[src/rtl/mult_arbiter_pkg.sv]
// Shared definitions for the two-client multiplier arbiter:
// FSM state encoding, client index width, timeout result and multiplier step count.
package mult_arbiter_pkg;

   localparam int CLIENT_W = 1;
   typedef logic [CLIENT_W-1:0] client_t;

   typedef enum logic [1:0] {
      IDLE  = 2'd0,
      START = 2'd1,
      WAIT  = 2'd2,
      DONE  = 2'd3
   } state_e;

   // Product reported to a client whose operation was aborted by the timeout
   localparam logic [15:0] TIMEOUT_RESULT = 16'hFFFF;

   // One shift-add step per operand bit
   localparam int MULT_STEPS = 8;

endpackage

[src/rtl/mult_arbiter_mult.sv]
// Sequential 8x8 shift-add multiplier.
// start_i restarts the unit with fresh operands (abandoning any operation in flight);
// busy_o is high for MULT_STEPS cycles after the start edge, then y_bo holds the product.
module mult_arbiter_mult
   import mult_arbiter_pkg::*;
(
   input  logic        clk_i,
   input  logic        rst_i,
   input  logic        start_i,
   input  logic [7:0]  a_bi,
   input  logic [7:0]  b_bi,
   output logic        busy_o,
   output logic [15:0] y_bo
);

   logic [15:0] acc_q, acc_d;
   logic [15:0] a_sh_q, a_sh_d;
   logic [7:0]  b_sh_q, b_sh_d;
   logic [3:0]  cnt_q, cnt_d;
   logic        busy_q, busy_d;

   // Next state: load on start, otherwise one shift-add step per cycle while busy
   always_comb begin
      acc_d  = acc_q;
      a_sh_d = a_sh_q;
      b_sh_d = b_sh_q;
      cnt_d  = cnt_q;
      busy_d = busy_q;
      if (start_i) begin
         acc_d  = 16'd0;
         a_sh_d = {8'd0, a_bi};
         b_sh_d = b_bi;
         cnt_d  = 4'(MULT_STEPS);
         busy_d = 1'b1;
      end else if (busy_q) begin
         if (b_sh_q[0]) acc_d = acc_q + a_sh_q;
         a_sh_d = a_sh_q << 1;
         b_sh_d = b_sh_q >> 1;
         cnt_d  = cnt_q - 4'd1;
         busy_d = (cnt_q != 4'd1);
      end
   end

   // State registers
   always_ff @(posedge clk_i or negedge rst_i) begin
      if (!rst_i) begin
         acc_q  <= 16'd0;
         a_sh_q <= 16'd0;
         b_sh_q <= 8'd0;
         cnt_q  <= 4'd0;
         busy_q <= 1'b0;
      end else begin
         acc_q  <= acc_d;
         a_sh_q <= a_sh_d;
         b_sh_q <= b_sh_d;
         cnt_q  <= cnt_d;
         busy_q <= busy_d;
      end
   end

   assign busy_o = busy_q;
   assign y_bo   = acc_q;

endmodule

[src/rtl/mult_arbiter.sv]
// Two-client arbiter serialising multiplications through one shared multiplier.
// Flow: IDLE (grant + latch operands) -> START (one-cycle mult start)
//       -> WAIT (until mult idle or TIMEOUT) -> DONE (one-cycle ack) -> IDLE.
// Build option: define MULT_ARB_RR_EN for round-robin on simultaneous requests;
// otherwise client 0 has fixed priority.
module mult_arbiter
   import mult_arbiter_pkg::*;
#(
   parameter int TIMEOUT = 31
)(
   input  logic        clk_i,
   input  logic        rst_i,
   input  logic        req0_i,
   input  logic [7:0]  a0_bi,
   input  logic [7:0]  b0_bi,
   output logic        ack0_o,
   output logic [15:0] y0_bo,
   input  logic        req1_i,
   input  logic [7:0]  a1_bi,
   input  logic [7:0]  b1_bi,
   output logic        ack1_o,
   output logic [15:0] y1_bo,
   output logic        err_o,
   output logic        busy_o
);

   // Value of the WAIT counter in the TIMEOUT-th WAIT cycle
   localparam logic [7:0] TO_LAST = 8'(TIMEOUT - 1);

   state_e      state_q, state_d;
   client_t     gnt_q, gnt_d;
   logic [7:0]  a_q, a_d, b_q, b_d;
   logic        start_q, start_d;
   logic [7:0]  cnt_q, cnt_d;
   logic [15:0] y0_q, y0_d, y1_q, y1_d;
   logic        ack0_q, ack0_d, ack1_q, ack1_d;
   logic        err_q, err_d;
   client_t     pick;

   logic        mult_busy;
   logic [15:0] mult_y;

`ifdef MULT_ARB_RR_EN
   // Last granted client; resets to 1 so client 0 wins the first contest
   client_t     last_q, last_d;

   // Round-robin: on contention, grant the client not granted last
   always_comb begin
      if (req0_i && req1_i) pick = ~last_q;
      else                  pick = req0_i ? client_t'(0) : client_t'(1);
   end
`else
   // Fixed priority: client 0 always wins
   always_comb begin
      pick = req0_i ? client_t'(0) : client_t'(1);
   end
`endif

   // FSM next-state, operand latch, result capture and registered output pulses
   always_comb begin
      state_d = state_q;
      gnt_d   = gnt_q;
      a_d     = a_q;
      b_d     = b_q;
      cnt_d   = cnt_q;
      y0_d    = y0_q;
      y1_d    = y1_q;
      start_d = 1'b0;
      ack0_d  = 1'b0;
      ack1_d  = 1'b0;
      err_d   = 1'b0;
`ifdef MULT_ARB_RR_EN
      last_d  = last_q;
`endif
      case (state_q)
         IDLE: begin
            cnt_d = 8'd0;
            if (req0_i || req1_i) begin
               gnt_d   = pick;
               a_d     = (pick == client_t'(1)) ? a1_bi : a0_bi;
               b_d     = (pick == client_t'(1)) ? b1_bi : b0_bi;
               start_d = 1'b1;
               state_d = START;
`ifdef MULT_ARB_RR_EN
               last_d  = pick;
`endif
            end
         end
         START: begin
            cnt_d   = 8'd0;
            state_d = WAIT;
         end
         WAIT: begin
            if (!mult_busy) begin
               if (gnt_q == client_t'(1)) y1_d = mult_y;
               else                       y0_d = mult_y;
               ack0_d  = (gnt_q == client_t'(0));
               ack1_d  = (gnt_q == client_t'(1));
               state_d = DONE;
            end else if (cnt_q == TO_LAST) begin
               if (gnt_q == client_t'(1)) y1_d = TIMEOUT_RESULT;
               else                       y0_d = TIMEOUT_RESULT;
               ack0_d  = (gnt_q == client_t'(0));
               ack1_d  = (gnt_q == client_t'(1));
               err_d   = 1'b1;
               state_d = DONE;
            end else begin
               cnt_d = cnt_q + 8'd1;
            end
         end
         DONE: begin
            state_d = IDLE;
         end
         default: begin
            state_d = IDLE;
         end
      endcase
   end

   // FSM and output registers
   always_ff @(posedge clk_i or negedge rst_i) begin
      if (!rst_i) begin
         state_q <= IDLE;
         gnt_q   <= client_t'(0);
         a_q     <= 8'd0;
         b_q     <= 8'd0;
         start_q <= 1'b0;
         cnt_q   <= 8'd0;
         y0_q    <= 16'd0;
         y1_q    <= 16'd0;
         ack0_q  <= 1'b0;
         ack1_q  <= 1'b0;
         err_q   <= 1'b0;
`ifdef MULT_ARB_RR_EN
         last_q  <= client_t'(1);
`endif
      end else begin
         state_q <= state_d;
         gnt_q   <= gnt_d;
         a_q     <= a_d;
         b_q     <= b_d;
         start_q <= start_d;
         cnt_q   <= cnt_d;
         y0_q    <= y0_d;
         y1_q    <= y1_d;
         ack0_q  <= ack0_d;
         ack1_q  <= ack1_d;
         err_q   <= err_d;
`ifdef MULT_ARB_RR_EN
         last_q  <= last_d;
`endif
      end
   end

   mult_arbiter_mult u_mult (
      .clk_i   (clk_i),
      .rst_i   (rst_i),
      .start_i (start_q),
      .a_bi    (a_q),
      .b_bi    (b_q),
      .busy_o  (mult_busy),
      .y_bo    (mult_y)
   );

   assign ack0_o = ack0_q;
   assign ack1_o = ack1_q;
   assign y0_bo  = y0_q;
   assign y1_bo  = y1_q;
   assign err_o  = err_q;
   assign busy_o = (state_q != IDLE);

endmodule

[config.mk]
export PLATFORM = sky130hd
export DESIGN_NAME = mult_arbiter
export DESIGN_NICKNAME = d
export VERILOG_FILES = /design/src/rtl/mult_arbiter_pkg.sv /design/src/rtl/mult_arbiter_mult.sv /design/src/rtl/mult_arbiter.sv
export SDC_FILE = /design/constraint.sdc
export NUM_CORES = 1
export LEC_CHECK = 0
export BUFFER_PORTS_ARGS = -buffer_cell sky130_fd_sc_hd__buf_2
export CAP_MARGIN = 20
export CORE_ASPECT_RATIO = 0.6
export CORE_MARGIN = 2
export CORE_UTILIZATION = 56
export CTS_BUF_LIST = sky130_fd_sc_hd__clkbuf_4 sky130_fd_sc_hd__clkbuf_8
export DETAILED_ROUTE_END_ITERATION = 16
export HOLD_SLACK_MARGIN = 0.08
export PLACE_DENSITY = 0.78
export RECOVER_POWER = 50
export SLEW_MARGIN = 25
export SYNTH_ARGS = -nofsm -noshare
export SYNTH_HDL_FRONTEND = slang
export SYNTH_HIERARCHICAL = 1
export SYNTH_SLANG_ARGS = --single-unit
[constraint.sdc]
create_clock -name clk_i -period 2.4 [get_ports clk_i]
set_input_delay 0.12 -clock clk_i [delete_from_list [all_inputs] [get_ports clk_i]]
set_output_delay 0.12 -clock clk_i [all_outputs]
set_load 0.03 [all_outputs]
==> results.sh <==
export IMPL_status="completed"
export IMPL_hpwl_mm=9.05
export IMPL_viasPerCell=5.87
export IMPL_wl_met1_mm=6.34
export IMPL_crit_chain="ha_1, and4_4, nand4_1, a211o_1, a31o_1, a31o_1, a21oi_2"
export IMPL_io_buffers=71
export IMPL_finalSetupViolCount=0
export IMPL_n_antenna_cell=0
export IMPL_place_congestion=0.906
export IMPL_nets=675
export IMPL_top_layer_used="met4"
export IMPL_slowest_stage="ha_1"
export IMPL_rows=27
export IMPL_die_y_um=80.5
export IMPL_drc_errors=0
export IMPL_synth_area_per_cell_um2=10.4
export IMPL_fillers=750
export IMPL_holdCritPathClass="input port to register"
export IMPL_ys_seq_area_share_pct=49.5
export IMPL_finalInstanceArea_mm2=0.00639
export IMPL_synth_warnings=6
export IMPL_min_period_ns=2.26
export IMPL_worstMarginPinSlew_ns=1.30
export IMPL_worstHoldStart="a0_bi[6]"
export IMPL_vias=4394
export IMPL_max_stage_delay_ns=0.47
export IMPL_initial_core_util_pct=58.6
export IMPL_finish_utilization_pct=68.5
export IMPL_ys_flop_type="dfrtp_1"
export IMPL_drtIter0Drc=326
export IMPL_wl_met2_mm=5.20
export IMPL_cts_sinks=108
export IMPL_worst_ep_required_time_ns=2.69
export IMPL_startpoint="u_mult/y_bo[10]$_DFFE_PN0P_"
export IMPL_grt_pass1_vias=4111
export IMPL_area_growth_pct=17.0
export IMPL_grt_max_degree=55
export IMPL_gr_total_overflow=0
export IMPL_r2r_start="u_mult/y_bo[10]$_DFFE_PN0P_"
export IMPL_synth_most_common_cell="dfrtp_1"
export IMPL_grt_pass1_wl_mm=20.9
export IMPL_drt_total_wl_mm=12.5
export IMPL_cts_tree="yes"
export IMPL_ant_nets=0
export IMPL_rr_endpoint="u_mult/y_bo[15]$_DFFE_PN0P_"
export IMPL_fp_coreArea_mm2=0.00932
export IMPL_path_class="register to register"
export IMPL_ys_types=61
export IMPL_r2r_setup_slack_ns=0.14
export IMPL_route_met3_wl_um=897
export IMPL_crit_path_start_kind="register"
export IMPL_max_slew_margin_pct=13.6
export IMPL_ioPinCount=72
export IMPL_numCtsBuffers=9
export IMPL_hold_depth=3
export IMPL_drt_pass1_iter_count=5
export IMPL_clk_pin_slew_ns=0.10
export IMPL_fin_worst_skew_ns=0.00833
export IMPL_synth_cells=523
export IMPL_worstHoldEndpoint="a_q[6]$_DFFE_PN0P_"
export IMPL_share_seq_of_total_power_pct=40.1
export IMPL_max_freq_mhz=443
export IMPL_insertion_delay_ns=0.36
export IMPL_finalMaxSlewViolations=0
export IMPL_path_common_cell="a31o_1"
export IMPL_cp_max_fo=9
export IMPL_grt_total_usage_pct=24.9
export IMPL_rsz0062_at_grt="false"
export IMPL_clock_root_buffer="clkbuf_8"
export IMPL_finalSetupTns_ns=0
export IMPL_ctsHtreeMaxLevel=3
export IMPL_fp_dieW_um=132
export IMPL_synth_top_area_share_pct=49.5
export IMPL_comb_power_share_pct=47.0
export IMPL_antenna_found_initial=0
export IMPL_powerDensity_mw_per_mm2=1280
export IMPL_max_cap_violations=0
export IMPL_post_synth_top_area_cell="dfrtp_1"
export IMPL_finalHoldViolCount=0
export IMPL_yosys_top_cells_count="dfrtp_1 (108), nand2_1 (58), o21ai_0 (48), mux2i_1 (40), nor2_1 (25)"
export IMPL_ir_drop_mv=0.702
export IMPL_synthArstFlopShare_pct=100
export IMPL_cp_top_family="compound AO/OA/AOI/OAI gates"
export IMPL_worst_ep_arrival_time_ns=2.55
export IMPL_swShare_pct=43.7
export IMPL_path_buf_inv=0
export IMPL_final_layout_size_suffix_gt1_share_pct=18.6
export IMPL_synth_edf_count=0
export IMPL_synth_area_mm2=0.00546
export IMPL_power_leakage_nw=3.12
export IMPL_p_int_w=0.00461
export IMPL_synth_area_top_cells="dfrtp_1 (49%), mux2i_1 (7.3%), ha_1 (5.0%)"
export IMPL_crit_path_end_kind="register"
export IMPL_p_sw_w=0.00359
export IMPL_syn_num_nets=582
export IMPL_placed_area_mm2=0.00595
export IMPL_wl_per_cell_um=16.7
export IMPL_reg2reg_depth=7
export IMPL_synth_seq_cells=108
export IMPL_clkPwrFrac_pct=12.9
export IMPL_clockBufferDepth=2
export IMPL_die_area_mm2=0.0106
export IMPL_period_share_pct=94.1
-- cell type report --
class | count | area (um^2) | share of cell area [%]
sequential | 108 | 2700 | 42.3
multi-input combinational | 366 | 2540 | 39.7
timing repair buffer | 115 | 743 | 11.6
tap | 130 | 163 | 2.55
clock buffer | 10 | 131 | 2.06
inverter | 16 | 60.1 | 0.940
clock inverter | 4 | 51.3 | 0.803
-- layout by cell type, fill, tap and decap left out, types with 9 or more instances in the layout --
cell type	Yosys	final
o22a_1	17	17
a21o_1	12	12
clkbuf_8	0	9
nand2_1	58	58
dlygate4sd3_1	0	28
dfrtp_1	108	108
buf_4	6	14
nand3_1	17	17
ha_1	22	22
nor2_1	25	25
mux2i_1	40	40
o21ai_0	48	46
a21oi_1	18	18
buf_2	5	54
o22a_2	16	16
clkbuf_1	18	18
inv_1	15	15
-- cells by family after synthesis --
kind of cell	count (synthesis)	share of synthesized area, %
xor gates and xnor gates	5	0.802
adders and majority gates	23	5.40
buffers and inverters	49	4.17
DFF	108	49.5
muxes	41	7.53
AOI/OAI and AO/OA	150	19.2
and+or+nand+nor	147	13.4
-- power by group through the flow --
stage          combinational [W]  sequential [W]  clock, W
3_5_place_dp             0.00381         0.00331         0
3_3_place_gp             0.00369         0.00324         0
6_report                 0.00385         0.00329   0.00106
2_1_floorplan            0.00236         0.00360         0
4_1_cts                  0.00387         0.00327   0.00108
5_1_grt                  0.00422         0.00339   0.00117
-- sequential cells by signal, indices dropped and copies added, names as in the netlist --
| signal | cells |
|---|---|
| u_mult/cnt_q | 4 |
| ack0_o | 1 |
| err_o | 1 |
| u_mult/busy_o | 1 |
| state_q | 2 |
| start_q | 1 |
| b_q | 8 |
| cnt_q | 8 |
| u_mult/y_bo | 16 |
| ack1_o | 1 |
| gnt_q | 1 |
| y1_bo | 16 |
| a_q | 8 |
| u_mult/b_sh_q | 8 |
| y0_bo | 16 |
| u_mult/a_sh_q | 16 |
-- worst register-to-register path, stage by stage, from the launching register on --
cell and delay (ns):
dfrtp_1 0.45, ha_1 0.47, and4_4 0.31, nand4_1 0.10, a211o_1 0.31, a31o_1 0.24
a31o_1 0.19, a21oi_2 0.12
-- worst max-delay path by stage --
stage / slack [ns] / depth (start not counted) / end
after detailed placement: 0.11 / 9 / u_mult/y_bo[14]$_DFFE_PN0P_
after global routing: 0.005 / 9 / u_mult/y_bo[12]$_DFFE_PN0P_
after global placement: 0.23 / 7 / u_mult/y_bo[14]$_DFFE_PN0P_
final: 0.14 / 7 / u_mult/y_bo[15]$_DFFE_PN0P_
after CTS: 0.09 / 9 / u_mult/y_bo[14]$_DFFE_PN0P_
after floorplan: 0.40 / 7 / u_mult/y_bo[13]$_DFFE_PN0P_
-- per-layer routing --
layer | GRT usage, % | vias to the layer above
li1 | - | 2082
met1 | 37.7 | 2146
met2 | 36.8 | 158
met3 | 6.00 | 8
met4 | 4.02 | 0
met5 | 0 | -
-- per-stage QoR --
step / instances / setup slack, ns / power, W / hold slack (ns)
floorplan: 523 / 0.397 / 0.00596 / -0.176
global placement: 707 / 0.233 / 0.00693 / 0.0373
detailed placement: 707 / 0.110 / 0.00712 / 0.0391
CTS: 749 / 0.0861 / 0.00822 / 0.0827
global route: 749 / 0.00452 / 0.00877 / 0.0918
finish: 749 / 0.142 / 0.00820 / 0.0784
-- what timing repair did --
item	CTS	global route
endpoints found under the setup margin	0	4
buffers inserted	0	0
hold buffers	28	0
gates resized for setup	0	3
hold endpoints to repair	91	0
Power figures use the tool's default switching activity.
